## src/rtl/pipe_ctl_if.sv

```systemverilog
// pipe_ctl_if
//   Groups the pipeline hazard/stall handshake between the stage logic and
//   the pipeline controller.
//   master : stage logic side. Drives the hazard sources and samples the
//            stall/annul/vector controls.
//   slave  : the controller (pipe_ctl). Samples the hazard sources and
//            drives the controls.
//   Hazard sources : op_ld_or_ldr_alu, rc_alu, ra_rf, rb_rf, ra_used_rf,
//                    rb_used_rf, br_taken_rf, mem_req, mem_rdy, irq
//   Controls       : stall_if/rf/alu/mem, annul_if/rf/mem, pc_sel_xadr,
//                    irq_ack, stall_cnt
interface pipe_ctl_if;
   logic        op_ld_or_ldr_alu;
   logic [4:0]  rc_alu;
   logic [4:0]  ra_rf;
   logic [4:0]  rb_rf;
   logic        ra_used_rf;
   logic        rb_used_rf;
   logic        br_taken_rf;
   logic        mem_req;
   logic        mem_rdy;
   logic        irq;

   logic        stall_if;
   logic        stall_rf;
   logic        stall_alu;
   logic        stall_mem;
   logic        annul_if;
   logic        annul_rf;
   logic        annul_mem;
   logic        pc_sel_xadr;
   logic        irq_ack;
   logic [15:0] stall_cnt;

   modport master (
      output op_ld_or_ldr_alu, rc_alu, ra_rf, rb_rf, ra_used_rf, rb_used_rf,
             br_taken_rf, mem_req, mem_rdy, irq,
      input  stall_if, stall_rf, stall_alu, stall_mem, annul_if, annul_rf,
             annul_mem, pc_sel_xadr, irq_ack, stall_cnt
   );

   modport slave (
      input  op_ld_or_ldr_alu, rc_alu, ra_rf, rb_rf, ra_used_rf, rb_used_rf,
             br_taken_rf, mem_req, mem_rdy, irq,
      output stall_if, stall_rf, stall_alu, stall_mem, annul_if, annul_rf,
             annul_mem, pc_sel_xadr, irq_ack, stall_cnt
   );
endinterface

```

## src/rtl/pipe_ctl.sv

```systemverilog
// pipe_ctl
//   Pipeline hazard controller: memory-wait stalls, load-use interlock,
//   taken-branch squash and interrupt injection, plus a saturating count of
//   fetch-stall cycles.
//   Ports:
//     clk   : rising-edge clock
//     rst_n : asynchronous active-low reset (forces RUN, clears stall_cnt,
//             holds every control output low while asserted)
//     bus   : pipe_ctl_if.slave -- hazard sources in, stage controls out
//   Configuration:
//     PIPE_CTL_IRQ_EN : when defined, interrupt injection (IRQ_INJ state,
//                       pc_sel_xadr, irq_ack) is built; otherwise irq is
//                       ignored and pc_sel_xadr/irq_ack stay 0.
//   Priority each cycle: mem_stall > load_use > irq > br_taken_rf.
module pipe_ctl (
   input  logic        clk,
   input  logic        rst_n,
   pipe_ctl_if.slave   bus
);

`ifdef PIPE_CTL_IRQ_EN
   typedef enum logic [1:0] {RUN = 2'd0, MEM_WAIT = 2'd1, IRQ_INJ = 2'd2} state_t;
`else
   typedef enum logic [1:0] {RUN = 2'd0, MEM_WAIT = 2'd1} state_t;
`endif

   state_t      r_state;
   state_t      w_next;
   logic [15:0] r_stall_cnt;

   logic w_load_use;
   logic w_mem_stall;
   logic w_stall_if, w_stall_rf, w_stall_alu, w_stall_mem;
   logic w_annul_if, w_annul_rf, w_annul_mem;
   logic w_pc_sel_xadr, w_irq_ack;

   // R31 is the hard-wired zero register and can never carry a hazard.
   assign w_load_use = bus.op_ld_or_ldr_alu && (bus.rc_alu != 5'd31) &&
                       ((bus.ra_used_rf && (bus.ra_rf == bus.rc_alu)) ||
                        (bus.rb_used_rf && (bus.rb_rf == bus.rc_alu)));

   assign w_mem_stall = bus.mem_req && !bus.mem_rdy;

   always_comb begin
      w_next        = r_state;
      w_stall_if    = 1'b0;
      w_stall_rf    = 1'b0;
      w_stall_alu   = 1'b0;
      w_stall_mem   = 1'b0;
      w_annul_if    = 1'b0;
      w_annul_rf    = 1'b0;
      w_annul_mem   = 1'b0;
      w_pc_sel_xadr = 1'b0;
      w_irq_ack     = 1'b0;

      case (r_state)
         RUN: begin
            if (w_mem_stall) begin
               {w_stall_if, w_stall_rf, w_stall_alu, w_stall_mem} = '1;
               w_annul_mem = 1'b1;
               w_next      = MEM_WAIT;
            end else if (w_load_use) begin
               w_stall_if = 1'b1;
               w_stall_rf = 1'b1;
               w_annul_rf = 1'b1;
`ifdef PIPE_CTL_IRQ_EN
            end else if (bus.irq) begin
               // A coincident taken branch is dropped: the vector wins.
               w_pc_sel_xadr = 1'b1;
               w_annul_if    = 1'b1;
               w_irq_ack     = 1'b1;
               w_next        = IRQ_INJ;
`endif
            end else if (bus.br_taken_rf) begin
               w_annul_if = 1'b1;
            end
         end

         MEM_WAIT: begin
            if (!bus.mem_rdy) begin
               {w_stall_if, w_stall_rf, w_stall_alu, w_stall_mem} = '1;
               w_annul_mem = 1'b1;
            end else begin
               w_next = RUN;
            end
         end

`ifdef PIPE_CTL_IRQ_EN
         // Second interrupt bubble. Higher-priority stalls hold the bubble
         // pending here so an interrupt always costs two annulled fetches.
         IRQ_INJ: begin
            if (w_mem_stall) begin
               {w_stall_if, w_stall_rf, w_stall_alu, w_stall_mem} = '1;
               w_annul_mem = 1'b1;
            end else if (w_load_use) begin
               w_stall_if = 1'b1;
               w_stall_rf = 1'b1;
               w_annul_rf = 1'b1;
            end else begin
               w_annul_if = 1'b1;
               w_next     = RUN;
            end
         end
`endif

         default: w_next = RUN;
      endcase
   end

   always_ff @(posedge clk or negedge rst_n) begin
      if (!rst_n) begin
         r_state     <= RUN;
         r_stall_cnt <= '0;
      end else begin
         r_state <= w_next;
         if (w_stall_if && (r_stall_cnt != '1))
            r_stall_cnt <= r_stall_cnt + 16'd1;
      end
   end

   // Controls are forced low during reset regardless of inputs.
   assign bus.stall_if    = rst_n && w_stall_if;
   assign bus.stall_rf    = rst_n && w_stall_rf;
   assign bus.stall_alu   = rst_n && w_stall_alu;
   assign bus.stall_mem   = rst_n && w_stall_mem;
   assign bus.annul_if    = rst_n && w_annul_if;
   assign bus.annul_rf    = rst_n && w_annul_rf;
   assign bus.annul_mem   = rst_n && w_annul_mem;
   assign bus.pc_sel_xadr = rst_n && w_pc_sel_xadr;
   assign bus.irq_ack     = rst_n && w_irq_ack;
   assign bus.stall_cnt   = r_stall_cnt;

endmodule
```

## src/flat_wrapper.sv

```systemverilog
// flat-port wrapper written by rule: the top's interface ports become plain ports
module pipe_ctl_flat 
  (clk, rst_n, bus_op_ld_or_ldr_alu, bus_rc_alu, bus_ra_rf, bus_rb_rf, bus_ra_used_rf, bus_rb_used_rf, bus_br_taken_rf, bus_mem_req, bus_mem_rdy, bus_irq, bus_stall_if, bus_stall_rf, bus_stall_alu, bus_stall_mem, bus_annul_if, bus_annul_rf, bus_annul_mem, bus_pc_sel_xadr, bus_irq_ack, bus_stall_cnt);
  pipe_ctl_if bus_i ();
  input  logic clk;
  input  logic rst_n;
  input wire logic [$bits(bus_i.op_ld_or_ldr_alu)-1:0] bus_op_ld_or_ldr_alu;
  input wire logic [$bits(bus_i.rc_alu)-1:0] bus_rc_alu;
  input wire logic [$bits(bus_i.ra_rf)-1:0] bus_ra_rf;
  input wire logic [$bits(bus_i.rb_rf)-1:0] bus_rb_rf;
  input wire logic [$bits(bus_i.ra_used_rf)-1:0] bus_ra_used_rf;
  input wire logic [$bits(bus_i.rb_used_rf)-1:0] bus_rb_used_rf;
  input wire logic [$bits(bus_i.br_taken_rf)-1:0] bus_br_taken_rf;
  input wire logic [$bits(bus_i.mem_req)-1:0] bus_mem_req;
  input wire logic [$bits(bus_i.mem_rdy)-1:0] bus_mem_rdy;
  input wire logic [$bits(bus_i.irq)-1:0] bus_irq;
  output wire logic [$bits(bus_i.stall_if)-1:0] bus_stall_if;
  output wire logic [$bits(bus_i.stall_rf)-1:0] bus_stall_rf;
  output wire logic [$bits(bus_i.stall_alu)-1:0] bus_stall_alu;
  output wire logic [$bits(bus_i.stall_mem)-1:0] bus_stall_mem;
  output wire logic [$bits(bus_i.annul_if)-1:0] bus_annul_if;
  output wire logic [$bits(bus_i.annul_rf)-1:0] bus_annul_rf;
  output wire logic [$bits(bus_i.annul_mem)-1:0] bus_annul_mem;
  output wire logic [$bits(bus_i.pc_sel_xadr)-1:0] bus_pc_sel_xadr;
  output wire logic [$bits(bus_i.irq_ack)-1:0] bus_irq_ack;
  output wire logic [$bits(bus_i.stall_cnt)-1:0] bus_stall_cnt;
  assign bus_i.op_ld_or_ldr_alu = bus_op_ld_or_ldr_alu;
  assign bus_i.rc_alu = bus_rc_alu;
  assign bus_i.ra_rf = bus_ra_rf;
  assign bus_i.rb_rf = bus_rb_rf;
  assign bus_i.ra_used_rf = bus_ra_used_rf;
  assign bus_i.rb_used_rf = bus_rb_used_rf;
  assign bus_i.br_taken_rf = bus_br_taken_rf;
  assign bus_i.mem_req = bus_mem_req;
  assign bus_i.mem_rdy = bus_mem_rdy;
  assign bus_i.irq = bus_irq;
  assign bus_stall_if = bus_i.stall_if;
  assign bus_stall_rf = bus_i.stall_rf;
  assign bus_stall_alu = bus_i.stall_alu;
  assign bus_stall_mem = bus_i.stall_mem;
  assign bus_annul_if = bus_i.annul_if;
  assign bus_annul_rf = bus_i.annul_rf;
  assign bus_annul_mem = bus_i.annul_mem;
  assign bus_pc_sel_xadr = bus_i.pc_sel_xadr;
  assign bus_irq_ack = bus_i.irq_ack;
  assign bus_stall_cnt = bus_i.stall_cnt;
  pipe_ctl u_core (.clk(clk), .rst_n(rst_n), .bus(bus_i));
endmodule
```

## config.mk

```make
export PLATFORM = sky130hd
export DESIGN_NAME = pipe_ctl_flat
export DESIGN_NICKNAME = d
export VERILOG_FILES = /design/src/rtl/pipe_ctl_if.sv /design/src/rtl/pipe_ctl.sv /design/src/flat_wrapper.sv
export SDC_FILE = /design/constraint.sdc
export NUM_CORES = 1
export LEC_CHECK = 0
export BUFFER_PORTS_ARGS = -buffer_cell sky130_fd_sc_hd__buf_2
export CAP_MARGIN = 20
export CORE_MARGIN = 2
export CORE_UTILIZATION = 41
export CTS_CLUSTER_SIZE = 40
export DETAILED_ROUTE_END_ITERATION = 16
export PLACE_DENSITY = 0.82
export SLEW_MARGIN = 20
export SYNTH_ARGS = -nofsm -noshare
export SYNTH_HDL_FRONTEND = slang
export SYNTH_SLANG_ARGS = --single-unit
```

## constraint.sdc

```tcl
create_clock -name clk -period 1.93 [get_ports clk]
set_input_delay 0.4825 -clock clk [delete_from_list [all_inputs] [get_ports clk]]
set_output_delay 0.4825 -clock clk [all_outputs]
set_load 0.02 [all_outputs]
```

# == After elaboration in Yosys (flattened, before gate mapping) ==
# Index checks and enable logic that the tools add are counted.
# word_totals
inputBits,24
register_bits,18
out_inout_bits,25
elab_cells,39
# op_classes
mux,15
add_sub_neg,1
n_eq_ne,7
n_reduce_logical,14
# ops
op,n
$add A16 B1 Y16 const B,1
$ne A16 B16 Y1 const B,1
$eq A5 B5 Y1,2
$logic_and A1 B1 Y1,10
$mux W1,10
$ne A5 B5 Y1 const B,1
$mux W2,2
$pmux W1 S2,2
$pmux W2 S2,1
$eq A2 B1 Y1 const B,1
$logic_not A2 Y1,1
$ne A2 B1 Y1 const B,1
$ne A2 B2 Y1 const B,1
$reduce_and A2 Y1,1
$logic_not A1 Y1,1
$logic_or A1 B1 Y1,1

# == Logic depth before layout (Yosys ltp) ==
# logic_depth
depth_word,8
depth_mapped,7

# == Worst setup path before layout ==
# OpenSTA, ideal clock, no wires.
# synth_path
path_kind,input-to-output
start,input bus_rc_alu[1]
end,output bus_stall_rf
stages,6
slack_ns,-0.221
t_required_ns,1.447
t_arrival_ns,1.669
cell_sequence,xnor2_1 > nand4_1 > o22ai_1 > a21oi_1 > nor2b_1 > buf_4
# synth_between
elab_chain_cells,8
# synth_rtl
element,line_no,rtl
"start, declared",flat_wrapper.sv:8,input wire logic [$bits(bus_i.rc_alu)-1:0] bus_rc_alu;
$eq A5 B5 Y1 (on tied branches),"pipe_ctl.sv:39, pipe_ctl.sv:40",
$logic_and A1 B1 Y1 (on tied branches),"pipe_ctl.sv:39, pipe_ctl.sv:40",
$logic_or A1 B1 Y1,pipe_ctl.sv:39,((bus.ra_used_rf && (bus.ra_rf == bus.rc_alu)) ||
$logic_and A1 B1 Y1 (*),pipe_ctl.sv:38,assign w_load_use = bus.op_ld_or_ldr_alu && (bus.rc_alu != 5'd31) &&
$mux W1 (*) (2 in a row),--,
$pmux W1 S2 (*),--,
$logic_and A1 B1 Y1 (*),--,
"end, declared",flat_wrapper.sv:18,output wire logic [$bits(bus_i.stall_rf)-1:0] bus_stall_rf;
# Every way passes the cells marked *; elsewhere a longest branch is shown, timed or not.

# == Worst setup path in the final report ==
# layout_path
start,input bus_rc_alu[0]
end,output bus_stall_if
# layout_between
elab_chain_cells,8
# layout_rtl
element,line_no,rtl
$eq A5 B5 Y1 (on tied branches),"pipe_ctl.sv:39, pipe_ctl.sv:40",
$logic_and A1 B1 Y1 (on tied branches),"pipe_ctl.sv:39, pipe_ctl.sv:40",
$logic_or A1 B1 Y1,pipe_ctl.sv:39,
$logic_and A1 B1 Y1 (*),pipe_ctl.sv:38,
$mux W1 (*),pipe_ctl.sv:62,end else if (w_load_use) begin
$mux W1 (*),pipe_ctl.sv:58,if (w_mem_stall) begin
$pmux W1 S2 (*),pipe_ctl.sv:56,case (r_state)
$logic_and A1 B1 Y1 (*),pipe_ctl.sv:122,assign bus.stall_if = rst_n && w_stall_if;
"end, declared",flat_wrapper.sv:17,output wire logic [$bits(bus_i.stall_if)-1:0] bus_stall_if;
# Marks and branches as above.

==> results by group <==
Status
  • Status: complete, but fails checks
  • Failing checks: setup timing

Critical path
  • CP Launch Type: primary input
  • CP endpoint kind: output port
  • CP peak stage delay: 0.31 ns
  • Crit path required time: 1.45 ns
  • Critical path data arrival time: 1.51 ns
  • CP Cell Sequence: buf_2, nand3_1, o21a_1, a21boi_1, a21oi_2, nor2b_4, buf_6
  • Worst Setup Path Type: in2out
  • Slowest cell on crit path: a21boi_1
  • CP Max Fanout: 3

Synth
  • Synth Area per Inst: 9.27 µm²
  • Largest cells by area after synthesis: dfrtp_1 (40%), xnor2_1 (9.9%), xor2_1 (9.1%)
  • Most common cell in the netlist: dfrtp_1
  • Synth cell types: 29
  • Yosys warns: 0
  • Synth async-reset ratio: 100%
  • Post-Synthesis Cells: 114
  • Yosys top cell by area: dfrtp_1
  • Top cells by count, synth: dfrtp_1 (17), nand2_1 (13), xnor2_1 (12), xor2_1 (11), nor2_1 (8)
  • Sequential share of the synthesized area: 40.2%
  • Most common flop cell mapped by yosys: dfrtp_1
  • Post-synth EDFFs: 0
  • Post-synthesis cell area: 1060 µm²
  • Flops & latches, synth: 17
  • Yosys top cell area share: 40.2%

Place
  • Port Buf Inserts: 45
  • Gpl congestion: 0.830
  • Hpwl dp: 2190 µm

Detailed routing
  • Routed Antenna Nets: 0
  • Vias: 1087
  • DRC: 0
  • Final WL: 3260 µm
  • Avg WL per Cell: 15.5 µm
  • Starting DRT DRC Count: 33
  • Drt first pass iters: 4
  • Vias per cell: 5.15

Global route
  • First-pass GRT wire length: 4400 µm
  • Initial antenna violation count: 0
  • Number of global-route vias before repair: 1076
  • GRT overflow: 0
  • All-Layer GR Usage: 20.9%
  • Largest net degree at the start of global routing: 15

Clock network
  • Hold-fix buffers, CTS: 0
  • H-tree level count: 1
  • CTS Buf Count: 3
  • Root Buffer Master: clkbuf_4
  • Worst skew pair latency: 0.30 ns
  • Clock-pin slew on the worst setup and hold paths: 0.10 ns
  • Clock sink count: 17
  • CTS tree: done
  • CTS max path bufs: 2

Power
  • Power, Total: 1370 µW
  • Pwr dens: 783 nW/µm²
  • Peak supply drop: 0.791 mV
  • Leakage: 0.000888 µW

STA
  • Max Transition Viols Final: 0
  • Period utilisation layout: 103%
  • Final setup viols: 5
  • Fmax: 501 MHz
  • Crit path time final: 1.99 ns
  • Final worst slack: -0.0641 ns
  • Worst Skew: 0.00397 ns
  • Final Hold Fails: 0
  • Final TNS setup: -0.242 ns
  • RSZ-0062 raised after global routing: true

Cells and area
  • NumNets Final: 207
  • Layout filler cell count: 176
  • Area grow syn2layout: 65.9%
  • Fraction of layout cells with a size suffix above 1: 58.6%
  • Reg area: 432 µm²
  • # diodes: 0
  • Multi-input gate area: 754 µm²

Floorplan
  • Core Area: 2450 µm²
  • Num rows: 18
  • # IOs: 49
  • Initial Utilization: 43.1%
  • Die ar.: 3000 µm²
  • Chip Height: 54.8 µm
  • Die Width: 54.8 µm

Worst hold path
  • Hold Crit Class: in2async

Flow run
  • Max capacitance violation total: 0
==> metal layers <==
layer | part of all wire, % | vias to the layer above | GRT usage [%]
met1 | 36 | 528 | 21.2
met4 | 1.4 | 0 | 8.33
met3 | 5.9 | 7 | 1.91
li1 | - | 515 | -
met2 | 56 | 37 | 42.3
met5 | 0 | - | 0
==> cells by family after synthesis <==
kind of cell | after synthesis | synth area share [%]
xor gates and xnor gates | 23 | 19.1
adders and majority gates | 1 | 1.18
muxes | 2 | 2.13
DFF | 17 | 40.2
AOI/OAI and AO/OA | 10 | 5.92
and+or+nand+nor | 49 | 24.9
buffers and inverters | 11 | 6.27
other | 1 | 0.355
==> stage by stage <==
stage / std cells / util, % / setup slack, ns / area (µm²) / hold slack, ns
2_1_floorplan: 115 / - / 0.00968 / 1100 / 0.187
5_1_grt: 211 / 71.5 / -0.138 / 1750 / 0.112
4_1_cts: 209 / 66.9 / -0.0520 / 1640 / 0.0953
6_report: 211 / 71.5 / -0.0641 / 1750 / 0.0929
3_3_place_gp: 202 / 59.1 / -0.133 / 1450 / 0.424
3_5_place_dp: 202 / 59.1 / -0.261 / 1450 / 0.418
==> worst max-delay path: cells and delay by family <==
kind,cells,cell delay [ns]
AO/OA/AOI/OAI,3,0.55
buffers and inverters,2,0.25
AND/OR/NAND/NOR,2,0.22
==> layout make-up <==
type                    instances  area share (%)
multi-input cells              87            43.0
flip-flops and latches         17            24.6
inverters                       5            1.21
well taps                      30            2.14
repair buffers                 68            27.5
clock buffers                   3            1.28
clock inverters                 1           0.285
==> report_power, final <==
group          leakage [µW]  switching (µW)  internal, µW
Combinational      0.000668             344           292
Sequential         0.000202            98.1           443
Clock             0.0000177             118          77.5
Total              0.000888             560           813
==> worst paths after layout <==
kind,end,slack (ns),from,cells after the start
worst max register to register,u_core.bus.stall_cnt[1],-0.05,u_core.bus.stall_cnt[10],6
worst max-delay path,bus_stall_if,-0.06,bus_rc_alu[0],7
worst min register to register,u_core.bus.stall_cnt[5],0.52,u_core.bus.stall_cnt[5],1
max in group asynchronous,u_core.bus.stall_cnt[9],1.60,rst_n,2
min in group clk,u_core.bus.stall_cnt[5],0.52,u_core.bus.stall_cnt[5],1
worst min-delay path,u_core.bus.stall_cnt[2],0.09,rst_n,2
==> timing repair <==
item                       CTS  global route
gates resized for setup     31            19
pin swaps                   11            10
setup buffers                3             2
setup endpoints to repair    8            16
==> cells in the final DEF (no fill, tap or decap), types with 2 or more instances in the layout <==
cell type / instances
buf_6: 11
buf_2: 31
inv_1: 3
buf_4: 25
clkbuf_4: 3
nor4_2: 3
dfrtp_2: 5
a21oi_1: 3
nor2_1: 7
nand4_1: 2
xnor2_2: 9
and3_1: 2
nor3_1: 3
xor2_1: 11
nand2_1: 12
conb_1: 2
nor3_4: 2
nor4_4: 2
nand3_1: 6
xnor2_1: 3
dfrtp_1: 12
==> registers in the layout, indices dropped and copies added (netlist names) <==
signal,count
u_core.bus.stall_cnt,16
u_core.r_state,1
Power figures use the tool's default switching activity.
